## src/rtl/sobel_stream.sv

```systemverilog
// sobel_stream: streaming 3x3 Sobel edge-magnitude filter.
// Raster pixels in via valid/ready, edge magnitude out via valid/ready.
// Ports:
//   clk_i, nreset_i           clock, async active-low reset
//   pixel_i, pixel_valid_i    input pixel stream (raster order)
//   sof_i                     start of frame, qualified by pixel_valid_i
//   pixel_ready_o             input accepted this cycle when high
//   mode_i                    0:|gx|+|gy| 1:max 2:|gx| 3:|gy|
//   threshold_i               only with SOBEL_THRESHOLD_EN (binary output)
//   sobel_o, sobel_valid_o    output magnitude stream
//   sobel_ready_i             downstream ready
// Build option: define SOBEL_THRESHOLD_EN to add threshold_i.
module sobel_stream #(
    parameter int PIXEL_WIDTH = 8,
    parameter int LINE_WIDTH  = 64
) (
    input  logic                   clk_i,
    input  logic                   nreset_i,
    input  logic [PIXEL_WIDTH-1:0] pixel_i,
    input  logic                   pixel_valid_i,
    input  logic                   sof_i,
    output logic                   pixel_ready_o,
    input  logic [1:0]             mode_i,
`ifdef SOBEL_THRESHOLD_EN
    input  logic [PIXEL_WIDTH-1:0] threshold_i,
`endif
    output logic [PIXEL_WIDTH-1:0] sobel_o,
    output logic                   sobel_valid_o,
    input  logic                   sobel_ready_i
);

    localparam int PW = PIXEL_WIDTH;
    localparam int GW = PIXEL_WIDTH + 3;
    localparam int CW = (LINE_WIDTH > 1) ? $clog2(LINE_WIDTH) : 1;
    localparam logic [CW-1:0] LAST = CW'(LINE_WIDTH - 1);

    logic [CW-1:0]        r_col;
    logic [1:0]           r_row;
    logic [PW-1:0]        r_lb0 [LINE_WIDTH];
    logic [PW-1:0]        r_lb1 [LINE_WIDTH];
    logic [PW-1:0]        r_win [3][3];
    logic                 r_wv;
    logic [1:0]           r_wmode;
    logic                 r_s1_valid;
    logic signed [GW-1:0] r_gx;
    logic signed [GW-1:0] r_gy;
    logic [1:0]           r_s1_mode;
    logic                 r_out_valid;
    logic [PW-1:0]        r_out;

    logic                 w_stall;
    logic                 w_adv;
    logic                 w_accept;
    logic [CW-1:0]        w_col;
    logic [1:0]           w_row;
    logic [PW-1:0]        w_top;
    logic [PW-1:0]        w_mid;
    logic                 w_win_done;
    logic signed [GW-1:0] w_p [3][3];
    logic signed [GW-1:0] w_gx;
    logic signed [GW-1:0] w_gy;
    logic [GW-1:0]        w_ax;
    logic [GW-1:0]        w_ay;
    logic [GW-1:0]        w_mag;
    logic [PW-1:0]        w_res;

    // The whole pipeline freezes while the output is held.
    assign w_stall       = r_out_valid && !sobel_ready_i;
    assign w_adv         = !w_stall;
    assign pixel_ready_o = w_adv;
    assign w_accept      = pixel_valid_i && w_adv;

    // A start-of-frame pixel is forced to column 0, row 0.
    assign w_col = sof_i ? '0 : r_col;
    assign w_row = sof_i ? 2'd0 : r_row;

    // r_lb0 holds the previous line, r_lb1 the one before it.
    assign w_top = r_lb1[w_col];
    assign w_mid = r_lb0[w_col];

    assign w_win_done = w_accept && (w_row == 2'd2) && (w_col >= CW'(2));

    always_ff @(posedge clk_i or negedge nreset_i) begin
        if (!nreset_i) begin
            r_col <= '0;
            r_row <= 2'd0;
        end else if (w_accept) begin
            if (w_col == LAST) begin
                r_col <= '0;
                r_row <= (w_row == 2'd2) ? 2'd2 : w_row + 2'd1;
            end else begin
                r_col <= w_col + CW'(1);
                r_row <= w_row;
            end
        end
    end

    // Line storage is masked by row gating, so it carries no reset.
    always_ff @(posedge clk_i) begin
        if (w_accept) begin
            r_lb0[w_col] <= pixel_i;
            r_lb1[w_col] <= w_mid;
        end
    end

    always_ff @(posedge clk_i or negedge nreset_i) begin
        if (!nreset_i) begin
            for (int i = 0; i < 3; i++)
                for (int j = 0; j < 3; j++)
                    r_win[i][j] <= '0;
        end else if (w_accept) begin
            for (int i = 0; i < 3; i++) begin
                r_win[i][0] <= r_win[i][1];
                r_win[i][1] <= r_win[i][2];
            end
            r_win[0][2] <= w_top;
            r_win[1][2] <= w_mid;
            r_win[2][2] <= pixel_i;
        end
    end

    always_ff @(posedge clk_i or negedge nreset_i) begin
        if (!nreset_i) begin
            r_wv    <= 1'b0;
            r_wmode <= 2'd0;
        end else if (w_adv) begin
            r_wv <= w_win_done;
            if (w_win_done)
                r_wmode <= mode_i;
        end
    end

    always_comb begin
        for (int i = 0; i < 3; i++)
            for (int j = 0; j < 3; j++)
                w_p[i][j] = $signed({3'b000, r_win[i][j]});
    end

    assign w_gx = (w_p[0][2] - w_p[0][0])
                + ((w_p[1][2] - w_p[1][0]) <<< 1)
                + (w_p[2][2] - w_p[2][0]);
    assign w_gy = (w_p[2][0] - w_p[0][0])
                + ((w_p[2][1] - w_p[0][1]) <<< 1)
                + (w_p[2][2] - w_p[0][2]);

    always_ff @(posedge clk_i or negedge nreset_i) begin
        if (!nreset_i) begin
            r_s1_valid <= 1'b0;
            r_gx       <= '0;
            r_gy       <= '0;
            r_s1_mode  <= 2'd0;
        end else if (w_adv) begin
            r_s1_valid <= r_wv;
            if (r_wv) begin
                r_gx      <= w_gx;
                r_gy      <= w_gy;
                r_s1_mode <= r_wmode;
            end
        end
    end

    assign w_ax = r_gx[GW-1] ? (~r_gx + 1'b1) : r_gx;
    assign w_ay = r_gy[GW-1] ? (~r_gy + 1'b1) : r_gy;

    always_comb begin
        w_mag = '0;
        case (r_s1_mode)
            2'd0:    w_mag = w_ax + w_ay;
            2'd1:    w_mag = (w_ax > w_ay) ? w_ax : w_ay;
            2'd2:    w_mag = w_ax;
            default: w_mag = w_ay;
        endcase
    end

`ifdef SOBEL_THRESHOLD_EN
    assign w_res = (w_mag >= {3'b000, threshold_i}) ? '1 : '0;
`else
    assign w_res = (|w_mag[GW-1:PW]) ? '1 : w_mag[PW-1:0];
`endif

    always_ff @(posedge clk_i or negedge nreset_i) begin
        if (!nreset_i) begin
            r_out_valid <= 1'b0;
            r_out       <= '0;
        end else if (w_adv) begin
            r_out_valid <= r_s1_valid;
            if (r_s1_valid)
                r_out <= w_res;
        end
    end

    assign sobel_o       = r_out;
    assign sobel_valid_o = r_out_valid;

endmodule

```

## config.mk

```make
export PLATFORM = sky130hd
export DESIGN_NAME = sobel_stream
export DESIGN_NICKNAME = d
export VERILOG_FILES = /design/src/rtl/sobel_stream.sv
export SDC_FILE = /design/constraint.sdc
export NUM_CORES = 2
export LEC_CHECK = 0
export BUFFER_PORTS_ARGS = -buffer_cell sky130_fd_sc_hd__buf_2
export CAP_MARGIN = 20
export CORE_MARGIN = 1
export CORE_UTILIZATION = 40
export CTS_CLUSTER_DIAMETER = 50
export CTS_CLUSTER_SIZE = 20
export DETAILED_ROUTE_END_ITERATION = 7
export PLACE_DENSITY = 0.55
export SYNTH_ARGS = -nofsm -noshare
export SYNTH_HDL_FRONTEND = slang
export SYNTH_SLANG_ARGS = --single-unit
```

## constraint.sdc

```tcl
create_clock -name clk_i -period 5.86 [get_ports clk_i]
set_input_delay 1.758 -clock clk_i [delete_from_list [all_inputs] [get_ports clk_i]]
set_output_delay 1.758 -clock clk_i [all_outputs]
set_load 0.01 [all_outputs]
```

==> impl_metrics.csv <==
group,metric,value,unit
pwr,p_leak,19.11,nW
detailed_routing,dr.pass1.iters,8,
cells_and_area,diodes,0,
sta,maxSlewHeadroom,0.2534,
clocking,ctsResizeCount,0,
detailed_routing,viasPerCell,5.964,
die,num_rows,126,
clocking,h-tree-depth,3,
logic_synthesis,ys_ff_latch,1141,
logic_synthesis,synth_top_area_frac,0.6390,
pwr,power_frac_clock,0.365,
clocking,clkLatencyLatePin,0.77,ns
sta,final_hold_viol_count,0,
clocking,cts.clk_slew.worst_paths,0.07,ns
detailed_routing,ant_nets,0,
logic_synthesis,syn_area_per_cell,14.28,um^2
clocking,cts.sinks,1141,
setup_path,worstPathMaxFanout,35,
clocking,cts_tree,"built",
setup_path,path_class,"register to register",
sta,max_freq,198.9,MHz
sta,min_period,5.028,ns
detailed_routing,vias,31140,
logic_synthesis,synth_cell_types,92,
logic_synthesis,synth_area_leaders,"edfxtp_1 (64%), dfrtp_1 (6.1%), nand2_1 (2.8%), ha_1 (2.4%), a22oi_1 (2.1%)",
logic_synthesis,synth_edf_count,1024,
global_routing,grt_pass1_wl,222600,um
logic_synthesis,synth.most_common_cell,"edfxtp_1",
logic_synthesis,yosys_warnings,0,
clocking,ctsHoldBuffers,0,
min_path,hold_class,"register to register",
cells_and_area,num-nets-final,3656,
detailed_routing,drtIter0Drc,4051,
die,start_util,0.4054,
sta,rsz0062_at_grt,"false",
logic_synthesis,seq_area_frac_synth,0.6998,
logic_synthesis,yosysTopAreaCell,"edfxtp_1",
logic_synthesis,syn-num-nets,3505,
logic_synthesis,synth_ff_type,"edfxtp_1",
cells_and_area,drive_above_1_share,0.1593,
die,die-width,348.9,um
detailed_routing,routed_wl,156400,um
global_routing,grt_max_degree,87,
clocking,cts_made_buffers,115,
global_routing,grt_overflow_total,0,
logic_synthesis,ys_async_sr_fraction,0.1025,
min_path,min_from,"r_s1_valid$_DFFE_PN0N_",
sta,tightestPinTransition,1.117,ns
global_routing,grt_usage,0.2558,
cells_and_area,fin_util,0.4667,
sta,finalSetupTns,0,ns
cells_and_area,areaGrowthSynthToFinish,15.11,%
logic_synthesis,syn_area,0.04812,mm^2
pwr,p_seq_frac,0.432,
pwr,p_comb_frac,0.203,
clocking,post_cts_buffers,0,
setup_path,cp-end-kind,"register",
die,die_area,0.1217,mm^2
global_routing,grt_pass1_vias,30070,
outcome,outcome,"finished clean",
pwr,sw_frac_of_total,0.3014,
detailed_routing,drcViolationCount,0,
sta,slew_violations,0,
sta,clock_skew,0.03817,ns
cells_and_area,register_area,0.03369,mm^2
setup_path,worstPathRequired,6.30,ns
global_routing,antenna_found_initial,4,
pwr,p_int,0.01516,W
job,drv_cap,0,
setup_path,arrival,5.46,ns
die,die_h,348.9,um
setup_path,crit_start,"r_col[1]$_DFFE_PN0P_",
sta,fin_crit_sh,0.8580,
logic_synthesis,syn_inst,3369,
clocking,cts-root-buf,"clkbuf_16",
logic_synthesis,synth_commonest_cells,"edfxtp_1 (1,024), nand2_1 (360), o21ai_0 (169)",
place,io_buffers,24,
pwr,peakVddDrop,0.2564,mV
place,routabilityCongestion,0.8877,
place,hpwl,97720,um
pwr,p_sw,0.006541,W
die,ios,25,
detailed_routing,avgRoutedWirePerCell,29.96,um
setup_path,critPathLaunchType,"register",
setup_path,reg2reg_from,"r_col[1]$_DFFE_PN0P_",
sta,setup_viol_count_final,0,
pwr,power.density,391.7,mW/mm^2
clocking,clockBufferDepth,3,
cells_and_area,multiInputGateArea,0.01322,mm^2
cells_and_area,num-fill-cells,10420,
die,coreArea,0.1187,mm^2
==> final cells by class <==
class,instances,area share
clock buffer,122,0.05242
timing repair buffer,230,0.03340
multi-input combinational,1893,0.2386
sequential,1141,0.6082
tap,1600,0.03614
inverter,139,0.009464
clock inverter,96,0.02180
==> worst max-delay path, stage by stage, from the launching register on <==
cell and delay (ns):
dfrtp_4 0.97, nor2_2 0.37, nor2_4 0.63, buf_4 0.41
a21oi_1 0.09, a221o_1 0.26, a2111oi_0 0.38, a311oi_1 0.17
nor4_1 0.79, buf_4 0.25, nand2_2 0.06, buf_4 0.25
==> path summary, 6_finish.rpt <==
| check | to | slack (ns) | cells past startpoint |
|---|---|---|---|
| setup / recovery | r_lb1[57][2]$_DFFE_PP_ | 0.83 | 11 |
| hold / removal | sobel_valid_o$_DFFE_PN0N_ | 0.47 | 2 |
| setup reg to reg | r_lb1[57][2]$_DFFE_PP_ | 0.83 | 11 |
| hold reg to reg | sobel_valid_o$_DFFE_PN0N_ | 0.47 | 2 |
| max in group asynchronous | r_win[23]$_DFFE_PN0P_ | 3.70 | 2 |
| min in group asynchronous | r_wmode[0]$_DFFE_PN0P_ | 1.10 | 1 |
==> sequential cells by signal (all words and copies together), names as in the netlist <==
register	cells
r_s1_valid	1
r_win	72
r_wmode	2
r_s1_mode	2
sobel_o	8
r_wv	1
sobel_valid_o	1
r_gx	11
r_lb1	512
r_col	6
r_row	2
r_gy	11
r_lb0	512
==> routing by layer <==
metal,track usage,vias to the layer above,share of wire
met5,0,-,0.00024
met4,0.08942,4,0.037
met3,0.04998,334,0.094
met2,0.4023,1689,0.46
met1,0.3534,15790,0.41
li1,-,13320,-
==> stage by stage <==
stage / total power (W) / cell area, um^2 / setup slack [ns] / cells / hold slack [ns]
3_3_place_gp: 0.01391 / 51280 / 0.3318 / 5002 / 0.4466
5_1_grt: 0.02258 / 55400 / 0.8068 / 5221 / 0.4925
2_1_floorplan: 0.01243 / 48130 / 0.5952 / 3369 / 0.4281
6_report: 0.02170 / 55400 / 0.8319 / 5221 / 0.4696
4_1_cts: 0.02181 / 55400 / 0.9421 / 5221 / 0.4718
3_5_place_dp: 0.01394 / 51290 / 0.3356 / 5003 / 0.4568
==> cells in the final DEF, fill, tap and decap left out, types with 26 or more instances in the layout <==
cell type / n
a21oi_1: 163
mux2_2: 72
a22oi_1: 133
mux2i_1: 76
nand2_1: 359
clkbuf_16: 115
ha_1: 94
xnor2_1: 52
o21ai_0: 169
edfxtp_1: 1024
nand3_1: 39
a31oi_1: 36
a221oi_1: 75
dfrtp_1: 113
a222oi_1: 35
buf_4: 193
inv_1: 136
o211ai_1: 28
nor3_1: 26
fa_1: 27
nor2_1: 138
==> kinds of logic (layout without fill, tap and decap cells) <==
logic type / after synthesis / in the layout / synth area share
AOI/OAI and AO/OA: 852 / 852 / 0.1218
muxes: 159 / 159 / 0.03780
and+or+nand+nor: 699 / 699 / 0.06445
adders and majority gates: 121 / 121 / 0.03567
buffers and inverters: 335 / 587 / 0.02917
DFF: 1141 / 1141 / 0.6998
xor gates and xnor gates: 62 / 62 / 0.01128
==> power by group through the flow <==
| stage | combinational (W) | clock, W | sequential [W] |
|---|---|---|---|
| 6_report | 0.00441 | 0.00793 | 0.00937 |
| 5_1_grt | 0.00489 | 0.00832 | 0.00938 |
| 4_1_cts | 0.00443 | 0.00802 | 0.00936 |
| 3_5_place_dp | 0.00440 | 0 | 0.00954 |
| 3_3_place_gp | 0.00437 | 0 | 0.00954 |
| 2_1_floorplan | 0.00297 | 0 | 0.00946 |
Power figures use the tool's default switching activity.
